$ cat src/rtl/input_cond_pkg.sv
// rtl/input_cond_pkg.sv - shared constants, types and helpers for the input conditioner
package input_cond_pkg;

    localparam int N_IN_DEF         = 17;
    localparam int SYNC_STAGES_DEF  = 2;
    localparam int TICK_DIV_DEF     = 50000;
    localparam int STABLE_TICKS_DEF = 8;

    // Transition counter for the button bit, observable by software or an ILA
    typedef logic [15:0] chg_cnt_t;
    localparam chg_cnt_t CHG_CNT_MAX = 16'hFFFF;

    // Width of a debounce counter that must hold 0..stable_ticks
    function automatic int cnt_width(input int stable_ticks);
        return (stable_ticks < 1) ? 1 : $clog2(stable_ticks + 1);
    endfunction

endpackage

$ cat src/rtl/input_cond_bit.sv
// rtl/input_cond_bit.sv - one synchroniser chain plus one tick-sampled debounce cell
module input_cond_bit
    import input_cond_pkg::*;
#(
    parameter int   SYNC_STAGES  = SYNC_STAGES_DEF,
    parameter int   STABLE_TICKS = STABLE_TICKS_DEF,
    parameter logic RST_VAL      = 1'b0
) (
    input  logic clk_i,
    input  logic arst_ni,
    input  logic tick,
    input  logic in,
    output logic level,
    output logic rise,
    output logic fall
);

    localparam int            CW   = cnt_width(STABLE_TICKS);
    localparam logic [CW-1:0] LAST = CW'(STABLE_TICKS - 1);

    logic [SYNC_STAGES-1:0] sync_q;
    logic [CW-1:0]          cnt_q;
    logic                   s;

    assign s = sync_q[SYNC_STAGES-1];

    // Plain flop chain into clk_i; nothing may sit between the stages
    always_ff @(posedge clk_i or negedge arst_ni) begin
        if (!arst_ni) begin
            sync_q <= {SYNC_STAGES{RST_VAL}};
        end else begin
            sync_q <= {sync_q[SYNC_STAGES-2:0], in};
        end
    end

    // Accept a new level only after STABLE_TICKS consecutive differing samples
    always_ff @(posedge clk_i or negedge arst_ni) begin
        if (!arst_ni) begin
            cnt_q <= '0;
            level <= RST_VAL;
            rise  <= 1'b0;
            fall  <= 1'b0;
        end else begin
            rise <= 1'b0;
            fall <= 1'b0;
            if (tick) begin
                if (s == level) begin
                    cnt_q <= '0;
                end else if (cnt_q == LAST) begin
                    cnt_q <= '0;
                    level <= s;
                    rise  <= s;
                    fall  <= ~s;
                end else begin
                    cnt_q <= cnt_q + 1'b1;
                end
            end
        end
    end

endmodule

$ cat src/rtl/input_cond.sv
// rtl/input_cond.sv - board input conditioner top; optional INPUT_COND_CHG_CNT_EN adds chg_cnt_o
module input_cond
    import input_cond_pkg::*;
#(
    parameter int              N_IN         = N_IN_DEF,
    parameter int              SYNC_STAGES  = SYNC_STAGES_DEF,
    parameter int              TICK_DIV     = TICK_DIV_DEF,
    parameter int              STABLE_TICKS = STABLE_TICKS_DEF,
    parameter logic [N_IN-1:0] RST_VAL      = '0
) (
    input  logic            clk_i,
    input  logic            arst_ni,
    input  logic [N_IN-1:0] in_i,
    output logic [N_IN-1:0] level_o,
    output logic [N_IN-1:0] rise_o,
    output logic [N_IN-1:0] fall_o,
    output logic            tick_o
`ifdef INPUT_COND_CHG_CNT_EN
    ,
    output chg_cnt_t        chg_cnt_o
`endif
);

    localparam int            PW       = $clog2(TICK_DIV);
    localparam logic [PW-1:0] PRE_LAST = PW'(TICK_DIV - 1);

    logic [PW-1:0] pre_q;

    // Shared prescaler: tick_o is high for the cycle after the count hits its last value
    always_ff @(posedge clk_i or negedge arst_ni) begin
        if (!arst_ni) begin
            pre_q  <= '0;
            tick_o <= 1'b0;
        end else begin
            tick_o <= (pre_q == PRE_LAST);
            pre_q  <= (pre_q == PRE_LAST) ? '0 : pre_q + 1'b1;
        end
    end

    for (genvar i = 0; i < N_IN; i++) begin : g_bit
        input_cond_bit #(
            .SYNC_STAGES  (SYNC_STAGES),
            .STABLE_TICKS (STABLE_TICKS),
            .RST_VAL      (RST_VAL[i])
        ) u_bit (
            .clk_i   (clk_i),
            .arst_ni (arst_ni),
            .tick    (tick_o),
            .in      (in_i[i]),
            .level   (level_o[i]),
            .rise    (rise_o[i]),
            .fall    (fall_o[i])
        );
    end

`ifdef INPUT_COND_CHG_CNT_EN
    chg_cnt_t chg_cnt_q;

    // Saturating count of accepted button transitions
    always_ff @(posedge clk_i or negedge arst_ni) begin
        if (!arst_ni) begin
            chg_cnt_q <= '0;
        end else if ((rise_o[0] | fall_o[0]) && (chg_cnt_q != CHG_CNT_MAX)) begin
            chg_cnt_q <= chg_cnt_q + 1'b1;
        end
    end

    assign chg_cnt_o = chg_cnt_q;
`endif

endmodule

$ cat config.mk
export PLATFORM = sky130hd
export DESIGN_NAME = input_cond
export DESIGN_NICKNAME = d
export VERILOG_FILES = /design/src/rtl/input_cond_pkg.sv /design/src/rtl/input_cond_bit.sv /design/src/rtl/input_cond.sv
export SDC_FILE = /design/constraint.sdc
export NUM_CORES = 1
export LEC_CHECK = 0
export BUFFER_PORTS_ARGS = -buffer_cell sky130_fd_sc_hd__buf_2
export CAP_MARGIN = 20
export CORE_ASPECT_RATIO = 0.7
export CORE_UTILIZATION = 55
export DETAILED_ROUTE_END_ITERATION = 6
export HOLD_SLACK_MARGIN = 0.05
export PLACE_DENSITY_LB_ADDON = 0.12
export SETUP_SLACK_MARGIN = 0.4
export SYNTH_ARGS = -nofsm -noshare
export SYNTH_HDL_FRONTEND = slang
export SYNTH_SLANG_ARGS = --single-unit
$ cat constraint.sdc
create_clock -name clk_i -period 2.23 [get_ports clk_i]
set_clock_uncertainty 0.15 [all_clocks]
set_input_delay 0.446 -clock clk_i [delete_from_list [all_inputs] [get_ports clk_i]]
set_output_delay 0.446 -clock clk_i [all_outputs]
set_load 0.03 [all_outputs]
**Word-level counts from Yosys, hierarchy flattened**

Cells that the tools add are included.

- Bits in registers: 170
- Input port bits: 19
- Output and inout port bits: 52
- Word-level logic and storage cells: 328

- $add $sub $neg: 18
- Eq/ne operators: 35
- Multiplexer cells: 137
- Bitwise operators: 34
- Reduce and logical (&&, ||, !) cells: 17

Operators by type and width:

| cell | number |
|---|---|
| 2-to-1 mux 4 bit | 34 |
| 2-to-1 mux 1 bit | 102 |
| adder 4 x 1 -> 4 bit, second input constant | 17 |
| equality test 4 x 3 -> 1 bit, second input constant | 17 |
| AND reduction 3 bit | 17 |
| NOT 1 bit | 34 |
| equality test 1 bit | 17 |
| adder 16 x 1 -> 16 bit, second input constant | 1 |
| equality test 16 bit, second input constant | 1 |
| 2-to-1 mux 16 bit | 1 |

**Longest topological paths before layout**

- Word-level depth: 4
- Depth in mapped cells: 6
- Mapped depth without buffers: 5

**By module**

Synthesis repeated with hierarchy kept, for this count alone.

- Cells, all modules: 578
- Area, all modules: 7359.6 µm²

Modules (own cells, without submodules):

| module | instances | cells an instance | area an instance (µm²) | seq. area each (µm²) |
|---|---|---|---|---|
| input_cond_bit | 17 | 30 | 386.6 | 225.2 |
| input_cond | 1 | 68 | 787.0 | 425.4 |

**Worst setup path before layout**

OpenSTA, ideal clock, no wires.

- Path kind: reg2reg
- From: register pre_q[10]
- To: register pre_q[15]
- Arrival: 1.673 ns
- Data required time: 1.955 ns
- Setup slack: 0.282 ns
- Cell stages (with the launch flop): 5
- Buffers on the path: 0
- Period minus slack after synthesis: 1.948 ns
- Path through: dfrtp_1 > or4b_4 > nor4_4 > nor2_2 > mux2_4

- Longest elaborated chain between the ends: 2
- Elaborated cells between the ends (all ways): 3
- Classes of those cells: add/sub: 1; eq/ne: 1; mux: 1

RTL lines:

| item | RTL line | source |
|---|---|---|
| from (decl) | input_cond.sv:27 | `logic [PW-1:0] pre_q;` |
| from (signal assigned) | input_cond.sv:36 | `pre_q <= (pre_q == PRE_LAST) ? '0 : pre_q + 1'b1;` |
| adder 16 x 1 -> 16 bit or equality test 16 bit (tied branches) | input_cond.sv:36 |  |
| 2-to-1 mux 16 bit (*) | input_cond.sv:36 |  |

Mark *: on every way between the ends. The rest lies on a longest branch, timed or not.
A chain may end at the register's enable or synchronous reset.

**Worst setup path after layout**

- From: register pre_q[13]
- To: register pre_q[9]

- Longest elaborated chain between the ends: 2

RTL lines:

| item | RTL line |
|---|---|
| equality test 16 bit | input_cond.sv:36 |
| 2-to-1 mux 16 bit | input_cond.sv:36 |

No other way between the ends.

==> results.cfg <==
[synth]
ys_seq_area_share_pct = 57.9
synth_edf_count = 0
async_flop_share_pct = 100
yosys.cell_types.count = 41
synth_area_per_cell_sq_um = 12.0
syn-cell-area_sq_um = 7350
syn_inst = 614
ys_warn_count = 0
synth_seq_cells = 170
synthesis.nets = 651
synth-main-ff-cell = dfrtp_1

[timing]
slew_viol_final = 0
rsz0062_at_grt = true
period_minus_slack_ns = 1.88
slew_headroom_pct = 69.2
setup_violations = 0
tightestPinTransition_ns = 0.463
period_share_pct = 84.4
max_freq_ghz = 0.531
final_hold_viol_count = 0
setup_tns_ns = 0

[layout]
final_cell_mix = dfrtp_1 (169), nand2_1 (75), buf_2 (69)
layout_commonest_cell = dfrtp_1
n_antenna_cell = 0
fill_cells = 920
final_nets = 717
final_util_pct = 67.3
syn2layout_area_growth_pct = 16.4
regArea_sq_um = 4260
multi_input_area_sq_um = 2610
instances_no_fill = 853
final_layout_size_suffix_gt1_share_pct = 21.7

[clock_tree]
clk_pin_slew_ns = 0.06
clkLatencyLatePin_ns = 0.41
cts_sinks = 170
clock-root-buffer = clkbuf_16
clock_path_buffers = 2
cts_tree = built
cts_buffers = 17
cts_max_level = 4

[power_and_ir_drop]
p_total_mw = 6.36
p_per_area_nw_per_um2 = 743
p_int_mw = 5.13
p_leak_nw = 3.90
power.switching_mw = 1.23
ir_worst_vdd_uv = 508
combPwrFrac_pct = 2.2
p_sw_share_pct = 19.3
p_seq_share_pct = 49.3
p_clk_share_pct = 48.5

[run]
cap_violations = 0

[detailed_routing]
dr_wl_met3_um = 450
postRouteAntennaNets = 0
first_iter_violations = 235
routed.top_layer = met4
wl_met1_mm = 6.19
route.detailed.wl_per_inst_um = 15.0
drt_first_pass_iters = 4
wl_mm = 12.8
num_vias = 4753
drc = 0
vias_per_cell = 5.57
wl_met2_mm = 5.93

[critical_path]
end_kind = flip-flop
criticalPathCategory = reg2reg
cp.required_ns = 2.38
cp.arrival_ns = 2.03
cp_slowest_cell = or4bb_4
crit_chain = or4bb_4, nor4_4, buf_6, nand3b_1, o21ai_1
worstSetupStartpointType = flip-flop
cp_max_fo = 5
critPathMaxStageDelay_ns = 0.55

[global_routing]
grt_max_degree = 58
grt_pass1_vias = 4785
antenna_found_initial = 0
gr-total-overflow = 0
grt_usage_pct = 20.2
grt_pass1_wl_mm = 22.4

[floorplanning]
dieHeight_um = 98.7
die-area_sq_um = 13800
core-area_sq_um = 12700
row_count = 34
die_w_um = 140
io_pins = 71
start_util_pct = 57.8

[placed_design]
portBuffers = 70
hpwl_mm = 7.88
gp_congestion = 0.808
dp_cells = 789

[worst_hold_path]
hold_path_class = reg2reg

[outcome]
outcome = completed
==> stage by stage <==
stage / cell area, sq um / hold slack (ns) / worst slack [ns]
after floorplan: 7360 / 0.000409 / 0.294
after global placement: 7570 / 0.182 / 0.347
after detailed placement: 7570 / 0.185 / 0.318
after CTS: 8440 / 0.199 / 0.349
after global routing: 8560 / 0.205 / 0.273
final: 8560 / 0.197 / 0.348
==> critical path, delay by kind of cell (launching register included) <==
kind                   cells  cell delay (ns)
AND/OR/NAND/NOR            3             1.01
AO/OA/AOI/OAI              1             0.06
flip-flops                 1             0.38
buffers and inverters      1             0.17
==> worst paths after layout <==
| check | from | endpoint | slack [ns] | cells past startpoint |
|---|---|---|---|---|
| max in group asynchronous | arst_ni | pre_q[7]$_DFF_PN0_ | 0.87 | 3 |
| worst min-delay path | g_bit[12].u_bit.sync_q[0]$_DFF_PN0_ | g_bit[12].u_bit.sync_q[1]$_DFF_PN0_ | 0.20 | 0 |
| min in group asynchronous | arst_ni | g_bit[1].u_bit.sync_q[1]$_DFF_PN0_ | 0.39 | 2 |
| worst max-delay path | pre_q[13]$_DFF_PN0_ | pre_q[9]$_DFF_PN0_ | 0.35 | 5 |
| worst max register to register | pre_q[13]$_DFF_PN0_ | pre_q[9]$_DFF_PN0_ | 0.35 | 5 |
| worst min register to register | g_bit[12].u_bit.sync_q[0]$_DFF_PN0_ | g_bit[12].u_bit.sync_q[1]$_DFF_PN0_ | 0.20 | 0 |
==> kinds of logic (layout without fill, tap and decap cells) <==
family | Yosys count | count (layout) | synth area share (%)
AO/OA/AOI/OAI | 86 | 86 | 9.14
XOR/XNOR | 29 | 29 | 3.46
adder cells (fa/ha/maj) | 18 | 18 | 3.06
buffers and inverters | 83 | 160 | 6.86
flip-flops | 170 | 170 | 57.9
multiplexers | 35 | 35 | 5.12
AND/OR/NAND/NOR | 193 | 193 | 14.5
==> state kept, by name (all words and copies together), names as in the netlist <==
register / flops
g_bit.u_bit.level: 17
tick_o: 1
g_bit.u_bit.sync_q: 34
g_bit.u_bit.fall: 17
pre_q: 16
g_bit.u_bit.cnt_q: 68
g_bit.u_bit.rise: 17
==> Yosys cell counts, drive strengths merged, types with 8 or more instances <==
cell / n / area share [%]
dfrtp: 170 / 58
nand2: 75 / 3.8
buf: 57 / 5.5
nor3b: 34 / 3.5
xnor2: 24 / 2.9
nand3: 21 / 1.4
o21ai: 21 / 1.4
ha: 18 / 3.1
inv: 18 / 0.92
mux2: 18 / 2.8
mux2i: 17 / 2.3
nand4: 17 / 1.4
o2bb2ai: 16 / 1.9
o31ai: 16 / 1.6
or3: 16 / 1.4
a311o: 15 / 2.0
o221ai: 15 / 1.8
nor2: 10 / 0.54
clkbuf: 8 / 0.41
==> power by group through the flow <==
stage	logic (mW)	clock network, mW	registers, mW
final	0.138	3.08	3.14
after global routing	0.159	3.28	3.14
after CTS	0.143	3.14	3.14
after detailed placement	0.119	0	3.19
after global placement	0.116	0	3.19
after floorplan	0.0258	0	3.19
==> routing by layer <==
metal,GRT usage (%),up-vias
met5,0,-
met4,8.03,0
met3,4.03,21
met2,32.2,97
met1,27.6,2346
li1,-,2289
==> area by class of cell <==
class	instances	area share [%]
timing repair buffer	112	9.44
sequential	170	49.7
clock inverter	6	1.59
inverter	18	0.789
clock buffer	24	5.63
tap	162	2.37
multi-input combinational	361	30.5
==> what timing repair did <==
item	CTS	global route
endpoints found under the hold margin	63	0
hold buffers	18	0
endpoints found under the setup margin	5	17
buffers inserted	4	9
pin swaps	1	3
gates resized for setup	1	7
cloned	2	1
No activity file was read; power rests on OpenSTA's default activity.
